<file path="src/rtl/conv2d_seq_ctrl_if.sv">
// Buffer/sink bus of the conv2d sequencer: input, weight and bias RAM read
// ports (1-cycle latency) plus the valid/ready result write port.
//   master (sequencer): drives in_addr, w_addr, b_addr, out_valid, out_addr, out_data;
//                       samples in_data, w_data, b_data, out_ready
//   slave  (buffers)  : the mirror image
interface conv2d_seq_ctrl_if #(
    parameter int unsigned in_channels  = 1,
    parameter int unsigned out_channels = 1,
    parameter int unsigned kernel_rows  = 3,
    parameter int unsigned kernel_cols  = 3,
    parameter int unsigned stride_row   = 1,
    parameter int unsigned stride_col   = 1,
    parameter int unsigned rows         = 28,
    parameter int unsigned cols         = 28,
    parameter int unsigned data_size    = 8
);
    // Address width that never collapses to zero bits for single-entry spaces.
    function automatic int unsigned cw(input int unsigned n);
        return (n > 1) ? $clog2(n) : 1;
    endfunction

    localparam int unsigned out_rows = (rows >= kernel_rows && stride_row > 0)
                                     ? (rows - kernel_rows) / stride_row + 1 : 1;
    localparam int unsigned out_cols = (cols >= kernel_cols && stride_col > 0)
                                     ? (cols - kernel_cols) / stride_col + 1 : 1;
    localparam int unsigned in_aw    = cw(in_channels * rows * cols);
    localparam int unsigned w_aw     = cw(out_channels * in_channels * kernel_rows * kernel_cols);
    localparam int unsigned b_aw     = cw(out_channels);
    localparam int unsigned o_aw     = cw(out_channels * out_rows * out_cols);

    logic [in_aw-1:0]     in_addr;
    logic [data_size-1:0] in_data;
    logic [w_aw-1:0]      w_addr;
    logic [data_size-1:0] w_data;
    logic [b_aw-1:0]      b_addr;
    logic [data_size-1:0] b_data;
    logic                 out_valid;
    logic                 out_ready;
    logic [o_aw-1:0]      out_addr;
    logic [data_size-1:0] out_data;

    modport master (
        output in_addr, w_addr, b_addr, out_valid, out_addr, out_data,
        input  in_data, w_data, b_data, out_ready
    );

    modport slave (
        input  in_addr, w_addr, b_addr, out_valid, out_addr, out_data,
        output in_data, w_data, b_data, out_ready
    );
endinterface

</file>
<file path="src/rtl/conv2d_seq_ctrl.sv">
// Time-multiplexed 2-D convolution sequencer. Walks co, orow, ocol (outer) and
// ci, kr, kc (inner), issues one input/weight read per cycle, accumulates the
// signed products on a single MAC and writes saturated results row-major.
//   clk, rst_n : clock, asynchronous active-low reset
//   start      : begin a layer (accepted only when idle)
//   busy       : layer in progress
//   done       : one-cycle pulse after the last result is accepted
//   bus        : RAM read ports and result write port (master side)
module conv2d_seq_ctrl #(
    parameter int unsigned in_channels  = 1,
    parameter int unsigned out_channels = 1,
    parameter int unsigned kernel_rows  = 3,
    parameter int unsigned kernel_cols  = 3,
    parameter int unsigned stride_row   = 1,
    parameter int unsigned stride_col   = 1,
    parameter int unsigned rows         = 28,
    parameter int unsigned cols         = 28,
    parameter int unsigned data_size    = 8
) (
    input  logic              clk,
    input  logic              rst_n,
    input  logic              start,
    output logic              busy,
    output logic              done,
    conv2d_seq_ctrl_if.master bus
);
    function automatic int unsigned cw(input int unsigned n);
        return (n > 1) ? $clog2(n) : 1;
    endfunction

    localparam bit params_ok = (in_channels >= 1) && (out_channels >= 1) &&
                               (kernel_rows >= 1) && (kernel_cols >= 1) &&
                               (stride_row >= 1) && (stride_col >= 1) &&
                               (rows >= kernel_rows) && (cols >= kernel_cols) &&
                               (data_size >= 2);

    localparam int unsigned out_rows = params_ok ? (rows - kernel_rows) / stride_row + 1 : 1;
    localparam int unsigned out_cols = params_ok ? (cols - kernel_cols) / stride_col + 1 : 1;
    localparam int unsigned terms    = in_channels * kernel_rows * kernel_cols;
    localparam int unsigned in_aw    = cw(in_channels * rows * cols);
    localparam int unsigned w_aw     = cw(out_channels * terms);
    localparam int unsigned b_aw     = cw(out_channels);
    localparam int unsigned o_aw     = cw(out_channels * out_rows * out_cols);
    localparam int unsigned acc_w    = 2 * data_size + $clog2(terms) + 1;
    localparam int unsigned prod_w   = 2 * data_size;
    localparam int unsigned co_w     = cw(out_channels);
    localparam int unsigned or_w     = cw(out_rows);
    localparam int unsigned oc_w     = cw(out_cols);
    localparam int unsigned ci_w     = cw(in_channels);
    localparam int unsigned kr_w     = cw(kernel_rows);
    localparam int unsigned kc_w     = cw(kernel_cols);

    localparam logic [co_w-1:0] co_max = co_w'(out_channels - 1);
    localparam logic [or_w-1:0] or_max = or_w'(out_rows - 1);
    localparam logic [oc_w-1:0] oc_max = oc_w'(out_cols - 1);
    localparam logic [ci_w-1:0] ci_max = ci_w'(in_channels - 1);
    localparam logic [kr_w-1:0] kr_max = kr_w'(kernel_rows - 1);
    localparam logic [kc_w-1:0] kc_max = kc_w'(kernel_cols - 1);

    localparam logic signed [acc_w-1:0] out_max = acc_w'((longint'(1) <<< (data_size - 1)) - longint'(1));
    localparam logic signed [acc_w-1:0] out_min = acc_w'(-(longint'(1) <<< (data_size - 1)));

    if (!params_ok) begin : g_param_check
        $error("conv2d_seq_ctrl: kernel larger than input, or zero-sized stride/dimension");
    end

    typedef enum logic [2:0] {
        S_IDLE, S_BIAS, S_MAC, S_DRAIN, S_WRITE, S_DONE
    } state_t;

    state_t state_q, state_d;

    logic [co_w-1:0] co_q, co_d;
    logic [or_w-1:0] orow_q, orow_d;
    logic [oc_w-1:0] ocol_q, ocol_d;
    logic [ci_w-1:0] ci_q, ci_d;
    logic [kr_w-1:0] kr_q, kr_d;
    logic [kc_w-1:0] kc_q, kc_d;

    // last_term: final term of the pixel already issued; *_vld: RAM data valid this cycle
    logic last_term_q, last_term_d;
    logic bias_vld_q, bias_vld_d;
    logic mac_vld_q, mac_vld_d;

    logic signed [acc_w-1:0] acc_q, acc_d;

    logic [in_aw-1:0]     in_addr_q, in_addr_d;
    logic [w_aw-1:0]      w_addr_q, w_addr_d;
    logic [b_aw-1:0]      b_addr_q, b_addr_d;
    logic                 out_valid_q, out_valid_d;
    logic [o_aw-1:0]      out_addr_q, out_addr_d;
    logic [data_size-1:0] out_data_q, out_data_d;
    logic                 busy_q, busy_d;
    logic                 done_q, done_d;

    logic                     issue;
    logic                     term_last;
    logic                     pix_last;
    logic signed [prod_w-1:0] prod;
    logic signed [acc_w-1:0]  acc_sum;

    // MAC datapath: product of the returned sample/weight pair, added into the running sum.
    assign prod      = $signed(bus.in_data) * $signed(bus.w_data);
    assign acc_sum   = acc_q + acc_w'(prod);
    assign term_last = (ci_q == ci_max) && (kr_q == kr_max) && (kc_q == kc_max);
    assign pix_last  = (co_q == co_max) && (orow_q == or_max) && (ocol_q == oc_max);

    // State register and all registered outputs.
    always_ff @(posedge clk or negedge rst_n) begin
        if (!rst_n) begin
            state_q     <= S_IDLE;
            co_q        <= '0;
            orow_q      <= '0;
            ocol_q      <= '0;
            ci_q        <= '0;
            kr_q        <= '0;
            kc_q        <= '0;
            last_term_q <= 1'b0;
            bias_vld_q  <= 1'b0;
            mac_vld_q   <= 1'b0;
            acc_q       <= '0;
            in_addr_q   <= '0;
            w_addr_q    <= '0;
            b_addr_q    <= '0;
            out_valid_q <= 1'b0;
            out_addr_q  <= '0;
            out_data_q  <= '0;
            busy_q      <= 1'b0;
            done_q      <= 1'b0;
        end else begin
            state_q     <= state_d;
            co_q        <= co_d;
            orow_q      <= orow_d;
            ocol_q      <= ocol_d;
            ci_q        <= ci_d;
            kr_q        <= kr_d;
            kc_q        <= kc_d;
            last_term_q <= last_term_d;
            bias_vld_q  <= bias_vld_d;
            mac_vld_q   <= mac_vld_d;
            acc_q       <= acc_d;
            in_addr_q   <= in_addr_d;
            w_addr_q    <= w_addr_d;
            b_addr_q    <= b_addr_d;
            out_valid_q <= out_valid_d;
            out_addr_q  <= out_addr_d;
            out_data_q  <= out_data_d;
            busy_q      <= busy_d;
            done_q      <= done_d;
        end
    end

    // Next-state, counter and output logic.
    always_comb begin
        state_d     = state_q;
        co_d        = co_q;
        orow_d      = orow_q;
        ocol_d      = ocol_q;
        ci_d        = ci_q;
        kr_d        = kr_q;
        kc_d        = kc_q;
        last_term_d = last_term_q;
        bias_vld_d  = 1'b0;
        mac_vld_d   = 1'b0;
        acc_d       = acc_q;
        in_addr_d   = in_addr_q;
        w_addr_d    = w_addr_q;
        b_addr_d    = b_addr_q;
        out_valid_d = out_valid_q;
        out_addr_d  = out_addr_q;
        out_data_d  = out_data_q;
        busy_d      = busy_q;
        done_d      = 1'b0;
        issue       = 1'b0;

        case (state_q)
            S_IDLE: begin
                if (start) begin
                    state_d  = S_BIAS;
                    busy_d   = 1'b1;
                    b_addr_d = b_aw'(co_q);
                end
            end
            S_BIAS: begin
                state_d    = S_MAC;
                bias_vld_d = 1'b1;
                issue      = 1'b1;
            end
            S_MAC: begin
                mac_vld_d = 1'b1;
                if (last_term_q) begin
                    state_d     = S_DRAIN;
                    last_term_d = 1'b0;
                end else begin
                    issue = 1'b1;
                end
            end
            S_DRAIN: begin
                // acc_sum already includes the final product returned this cycle
                state_d     = S_WRITE;
                out_valid_d = 1'b1;
                out_addr_d  = o_aw'(32'(co_q) * 32'(out_rows * out_cols)
                                  + 32'(orow_q) * 32'(out_cols) + 32'(ocol_q));
                if (acc_sum > out_max) begin
                    out_data_d = data_size'(out_max);
                end else if (acc_sum < out_min) begin
                    out_data_d = data_size'(out_min);
                end else begin
                    out_data_d = data_size'(acc_sum);
                end
            end
            S_WRITE: begin
                if (bus.out_ready) begin
                    out_valid_d = 1'b0;
                    if (ocol_q == oc_max) begin
                        ocol_d = '0;
                        if (orow_q == or_max) begin
                            orow_d = '0;
                            co_d   = (co_q == co_max) ? '0 : co_q + co_w'(1);
                        end else begin
                            orow_d = orow_q + or_w'(1);
                        end
                    end else begin
                        ocol_d = ocol_q + oc_w'(1);
                    end
                    if (pix_last) begin
                        state_d = S_DONE;
                        busy_d  = 1'b0;
                        done_d  = 1'b1;
                    end else begin
                        state_d  = S_BIAS;
                        b_addr_d = b_aw'(co_d);
                    end
                end
            end
            S_DONE: begin
                state_d = S_IDLE;
            end
            default: begin
                state_d = S_IDLE;
            end
        endcase

        if (bias_vld_q) begin
            acc_d = acc_w'($signed(bus.b_data));
        end else if (mac_vld_q) begin
            acc_d = acc_sum;
        end

        // Present the current term's addresses, then step kc -> kr -> ci.
        if (issue) begin
            in_addr_d   = in_aw'(32'(ci_q) * 32'(rows * cols)
                               + (32'(orow_q) * 32'(stride_row) + 32'(kr_q)) * 32'(cols)
                               + 32'(ocol_q) * 32'(stride_col) + 32'(kc_q));
            w_addr_d    = w_aw'(((32'(co_q) * 32'(in_channels) + 32'(ci_q)) * 32'(kernel_rows)
                                 + 32'(kr_q)) * 32'(kernel_cols) + 32'(kc_q));
            last_term_d = term_last;
            if (kc_q == kc_max) begin
                kc_d = '0;
                if (kr_q == kr_max) begin
                    kr_d = '0;
                    ci_d = (ci_q == ci_max) ? '0 : ci_q + ci_w'(1);
                end else begin
                    kr_d = kr_q + kr_w'(1);
                end
            end else begin
                kc_d = kc_q + kc_w'(1);
            end
        end
    end

    assign busy          = busy_q;
    assign done          = done_q;
    assign bus.in_addr   = in_addr_q;
    assign bus.w_addr    = w_addr_q;
    assign bus.b_addr    = b_addr_q;
    assign bus.out_valid = out_valid_q;
    assign bus.out_addr  = out_addr_q;
    assign bus.out_data  = out_data_q;
endmodule
</file>
<file path="src/flat_wrapper.sv">
// flat-port wrapper written by rule: the top's interface ports become plain ports
module conv2d_seq_ctrl_flat 
#(
    parameter int unsigned in_channels  = 1,
    parameter int unsigned out_channels = 1,
    parameter int unsigned kernel_rows  = 3,
    parameter int unsigned kernel_cols  = 3,
    parameter int unsigned stride_row   = 1,
    parameter int unsigned stride_col   = 1,
    parameter int unsigned rows         = 28,
    parameter int unsigned cols         = 28,
    parameter int unsigned data_size    = 8
)
  (clk, rst_n, start, busy, done, bus_in_addr, bus_w_addr, bus_b_addr, bus_out_valid, bus_out_addr, bus_out_data, bus_in_data, bus_w_data, bus_b_data, bus_out_ready);
  conv2d_seq_ctrl_if #(.in_channels(in_channels), .out_channels(out_channels), .kernel_rows(kernel_rows), .kernel_cols(kernel_cols), .stride_row(stride_row), .stride_col(stride_col), .rows(rows), .cols(cols), .data_size(data_size)) bus_i ();
  input  logic clk;
  input  logic rst_n;
  input  logic start;
  output logic busy;
  output logic done;
  output wire logic [$bits(bus_i.in_addr)-1:0] bus_in_addr;
  output wire logic [$bits(bus_i.w_addr)-1:0] bus_w_addr;
  output wire logic [$bits(bus_i.b_addr)-1:0] bus_b_addr;
  output wire logic [$bits(bus_i.out_valid)-1:0] bus_out_valid;
  output wire logic [$bits(bus_i.out_addr)-1:0] bus_out_addr;
  output wire logic [$bits(bus_i.out_data)-1:0] bus_out_data;
  input wire logic [$bits(bus_i.in_data)-1:0] bus_in_data;
  input wire logic [$bits(bus_i.w_data)-1:0] bus_w_data;
  input wire logic [$bits(bus_i.b_data)-1:0] bus_b_data;
  input wire logic [$bits(bus_i.out_ready)-1:0] bus_out_ready;
  assign bus_in_addr = bus_i.in_addr;
  assign bus_w_addr = bus_i.w_addr;
  assign bus_b_addr = bus_i.b_addr;
  assign bus_out_valid = bus_i.out_valid;
  assign bus_out_addr = bus_i.out_addr;
  assign bus_out_data = bus_i.out_data;
  assign bus_i.in_data = bus_in_data;
  assign bus_i.w_data = bus_w_data;
  assign bus_i.b_data = bus_b_data;
  assign bus_i.out_ready = bus_out_ready;
  conv2d_seq_ctrl #(.in_channels(in_channels), .out_channels(out_channels), .kernel_rows(kernel_rows), .kernel_cols(kernel_cols), .stride_row(stride_row), .stride_col(stride_col), .rows(rows), .cols(cols), .data_size(data_size)) u_core (.clk(clk), .rst_n(rst_n), .start(start), .busy(busy), .done(done), .bus(bus_i));
endmodule
</file>
<file path="config.mk">
export PLATFORM = sky130hd
export DESIGN_NAME = conv2d_seq_ctrl_flat
export DESIGN_NICKNAME = d
export VERILOG_FILES = /design/src/rtl/conv2d_seq_ctrl_if.sv /design/src/rtl/conv2d_seq_ctrl.sv /design/src/flat_wrapper.sv
export SDC_FILE = /design/constraint.sdc
export NUM_CORES = 1
export LEC_CHECK = 0
export BUFFER_PORTS_ARGS = -buffer_cell sky130_fd_sc_hd__buf_2
export CAP_MARGIN = 20
export CORE_ASPECT_RATIO = 1.4
export CORE_MARGIN = 2
export CORE_UTILIZATION = 50
export CTS_CLUSTER_DIAMETER = 200
export DETAILED_ROUTE_END_ITERATION = 12
export GPL_ROUTABILITY_DRIVEN = 0
export MAX_ROUTING_LAYER = met4
export PLACE_DENSITY = 0.68
export RECOVER_POWER = 100
export SYNTH_ARGS = -nofsm -noshare
export SYNTH_HDL_FRONTEND = slang
export SYNTH_SLANG_ARGS = --single-unit
</file>
<file path="constraint.sdc">
create_clock -name clk -period 7.4 [get_ports clk]
set_clock_uncertainty 0.15 [all_clocks]
set_input_delay 1.11 -clock clk [delete_from_list [all_inputs] [get_ports clk]]
set_output_delay 1.11 -clock clk [all_outputs]
set_load 0.01 [all_outputs]
</file>
==> results.cfg <==
[drt]
initialDrtViolationCount = 166
routedWlPerCell_um = 14.9
first_pass_iters = 4
vias_per_cell = 5.24
wirelength_met1_mm = 6.86
drc = 0
drtAntennaViolNets = 0
wl_met2_mm = 10.1
wl_met3_um = 349
drt-total-wl_mm = 18.0
vias = 6322
highest_layer = met4

[grt]
track_usage = 0.218
grt_antenna_before_repair = 0
grt.overflow.total = 0
grt_pass1_vias = 6703
grt_max_degree = 79
grt_pass1_wl_mm = 31.3

[clock_network]
clock_sinks = 78
post_cts_buffers = 0
tritoncts = done
ctsHoldBuffers = 0
clk_latency_ns = 0.34
path_clk_slew_ns = 0.07
cts_buffer_depth = 2
cts_buffers = 9
post_cts_resized = 0
root_buffer = clkbuf_16
cts.htree.levels = 3

[sta]
finalSetupViolCount = 0
fin_crit_ns = 6.79
tns_ns = 0
worstMarginPinSlew_ns = 3.76
fin_crit_sh = 0.918
fmax_mhz = 147
finalHoldViolations = 0
slew_headroom = -1.51
rsz0062_at_grt = false
drv_slew = 71

[layout]
multi_input_area_um2 = 6150
ff_latch_area_um2 = 1950
area_delta_synth_final_pct = 8.88
stdcell_area_um2 = 9510
fill_cells = 1661
drive_gt1_frac = 0.0639
final_core_util = 0.551
fin_nets = 1204
antenna_cells = 0

[floorplan]
core_area_um2 = 17300
die_height_um = 160
ios = 64
die_w_um = 116
initial_core_util = 0.506
placementRows = 57
die_area_um2 = 18600

[worst_setup_path]
required_ns = 7.46
crit_start = bus_w_data[1]
cp_num_buf_inv = 1
reg2reg_depth = 18
arrival_ns = 6.85
cp.depth = 16
cp_common_cell = fa_1
max_stage_delay_ns = 0.72
critical-path-top-delay-family = adder cells
r2r_end = u_core.bus.out_data[0]
cpMaxStageDelayCell = and2_1
end_kind = flip-flop
critPathMaxFanout = 13
crit_path_end = u_core.bus.out_data[0]
critPathKind = primary input to flip-flop
r2r_slack_ns = 1.59
timing.rr.start = u_core.acc_q[6]
startpoint_type = primary input
crit_chain = clkbuf_1 > and2_1 > fa_1 > fa_1 > fa_1 > fa_1 > ha_1 > ha_1 > o211ai_1 > o21bai_1 > a31oi_1 > xnor2_1 > a2111oi_0 > nand4b_1 > o31ai_4 > o22ai_1

[min_path]
worstHoldPathType = flip-flop to flip-flop

[synthesis]
ys_ff_latch = 78
synth_edf_count = 0
synth_cells = 907
ys_seq_area_frac = 0.223
synthArstFlopShare = 1.00
syn_area_per_cell_um2 = 9.63
ys.flop_type = dfrtp_1
syn_area_um2 = 8740
yosys_warnings = 0
yosysUniqueCellTypes = 60
syn-num-nets = 1145

[status]
status = finished with violations
violations = max-capacitance violations, max-slew violations

[place]
portBuffers = 63
hpwlAfterDp_mm = 15.0
place_area_um2 = 9300

[job]
cap_violations = 1
[worst reg2reg max path: stages, from the launching register on]
cell       delay [ns]
dfrtp_1          0.36
inv_1            0.07
fa_1             0.53
inv_1            0.05
fa_1             0.49
inv_1            0.05
fa_1             0.49
inv_1            0.07
fa_1             0.44
fa_1             0.44
ha_1             0.36
o211ai_1         0.11
o21bai_1         0.39
a31oi_1          0.18
xnor2_1          0.18
a2111oi_0        0.56
nand4b_1         0.24
o31ai_4          0.37
o22ai_1          0.15
[final cells by class]
type | instances | area share
Clock inverter | 7 | 0.00816
Tap cell | 236 | 0.0310
Inverter | 138 | 0.0545
Timing Repair Buffer | 68 | 0.0306
Multi-Input combinational cell | 671 | 0.647
Clock buffer | 9 | 0.0237
Sequential cell | 78 | 0.205
[sequential cells by signal (all words and copies together), names as in the netlist]
register,count
u_core.bias_vld_q,1
u_core.orow_q,5
u_core.mac_vld_q,1
u_core.last_term_q,1
u_core.bus.out_data,8
u_core.kr_q,2
u_core.co_q,1
u_core.busy,1
u_core.bus.in_addr,10
u_core.bus.b_addr,1
u_core.done,1
u_core.state_q,3
u_core.kc_q,2
u_core.ocol_q,5
u_core.bus.out_addr,10
u_core.acc_q,21
u_core.bus.w_addr,4
u_core.bus.out_valid,1
[how the worst min path moves through the flow]
stage	startpoint	end	slack (ns)	cells after the start
finish	u_core.bus.out_addr[1]	u_core.bus.out_addr[1]	0.33	2
global route	u_core.bus.out_addr[7]	u_core.bus.out_addr[7]	0.37	2
CTS	u_core.bus.out_valid	u_core.bus.out_valid	0.33	2
detailed placement	u_core.bus.out_addr[1]	u_core.bus.out_addr[1]	0.31	2
global placement	u_core.bus.in_addr[4]	u_core.bus.in_addr[4]	0.31	2
floorplan	u_core.state_q[0]	u_core.state_q[0]	0.33	1
[metal layers]
metal / GRT usage / vias to the layer above
met5: - / -
met4: 0.0736 / 0
met3: 0.0260 / 42
met2: 0.401 / 78
met1: 0.239 / 3127
li1: - / 3075
[synth_stat cells, types with 3 or more instances]
| master | number | area share |
|---|---|---|
| clkbuf_1 | 15 | 0.0064 |
| and3_1 | 4 | 0.0029 |
| o22ai_1 | 7 | 0.0050 |
| nor2b_1 | 12 | 0.0086 |
| o21a_1 | 6 | 0.0052 |
| and2_1 | 35 | 0.025 |
| fa_1 | 108 | 0.25 |
| nand3_1 | 12 | 0.0069 |
| buf_2 | 3 | 0.0017 |
| a21oi_1 | 30 | 0.017 |
| nor2_1 | 60 | 0.026 |
| mux2_2 | 10 | 0.013 |
| a31oi_1 | 3 | 0.0021 |
| dfrtp_1 | 78 | 0.22 |
| xor2_1 | 11 | 0.011 |
| o21bai_1 | 5 | 0.0043 |
| nor3_1 | 16 | 0.0092 |
| mux2i_1 | 7 | 0.0080 |
| nand2_1 | 86 | 0.037 |
| nand4_1 | 3 | 0.0021 |
| or2_2 | 4 | 0.0029 |
| or3_1 | 5 | 0.0036 |
| inv_1 | 137 | 0.059 |
| o211ai_1 | 3 | 0.0026 |
| xnor2_1 | 31 | 0.031 |
| nand2b_1 | 6 | 0.0043 |
| o21ai_0 | 52 | 0.030 |
| a211oi_1 | 3 | 0.0026 |
| a21o_1 | 15 | 0.013 |
| o211a_1 | 3 | 0.0034 |
| ha_1 | 102 | 0.15 |
[per-stage QoR]
step	worst slack (ns)	std cells	hold WS, ns
global placement	0.498	1190	0.309
global route	0.166	1207	0.366
finish	0.609	1207	0.332
detailed placement	0.432	1190	0.309
floorplan	0.746	907	0.332
CTS	0.660	1206	0.331
[placed cells by master, fill, tap and decap left out, types with 3 or more instances in the layout]
master and count:
a31oi_1 3, a211oi_1 4, o21bai_1 6, fa_1 108, or3_1 5, nor2b_1 12
or2_2 4, inv_6 3, ha_1 102, o22ai_1 7, nor2_1 60, nand4_1 3
nor3_1 16, a21o_1 15, o211a_1 3, o21ai_0 52, o21a_1 6, o31ai_1 3
clkbuf_1 43, nand3_1 12, mux2i_1 7, xnor2_1 31, xor2_1 11, and3_1 4
a21oi_1 30, o211ai_1 3, buf_2 23, nand2_1 86, mux2_2 10, nand2b_1 6
inv_1 137, clkbuf_16 9, and2_1 34, dfrtp_1 78
[cell families after synthesis]
logic type                 count (synthesis)  synth area share
AOI/OAI and AO/OA                        148             0.112
buffers and inverters                    158            0.0683
and+or+nand+nor                          253             0.137
adders and majority gates                210             0.394
DFF                                       78             0.223
xor gates and xnor gates                  43            0.0447
muxes                                     17            0.0209
Power is left out: the tool's default activity adds up to more than one toggle a clock period on the data nets, which glitch-free logic cannot reach.
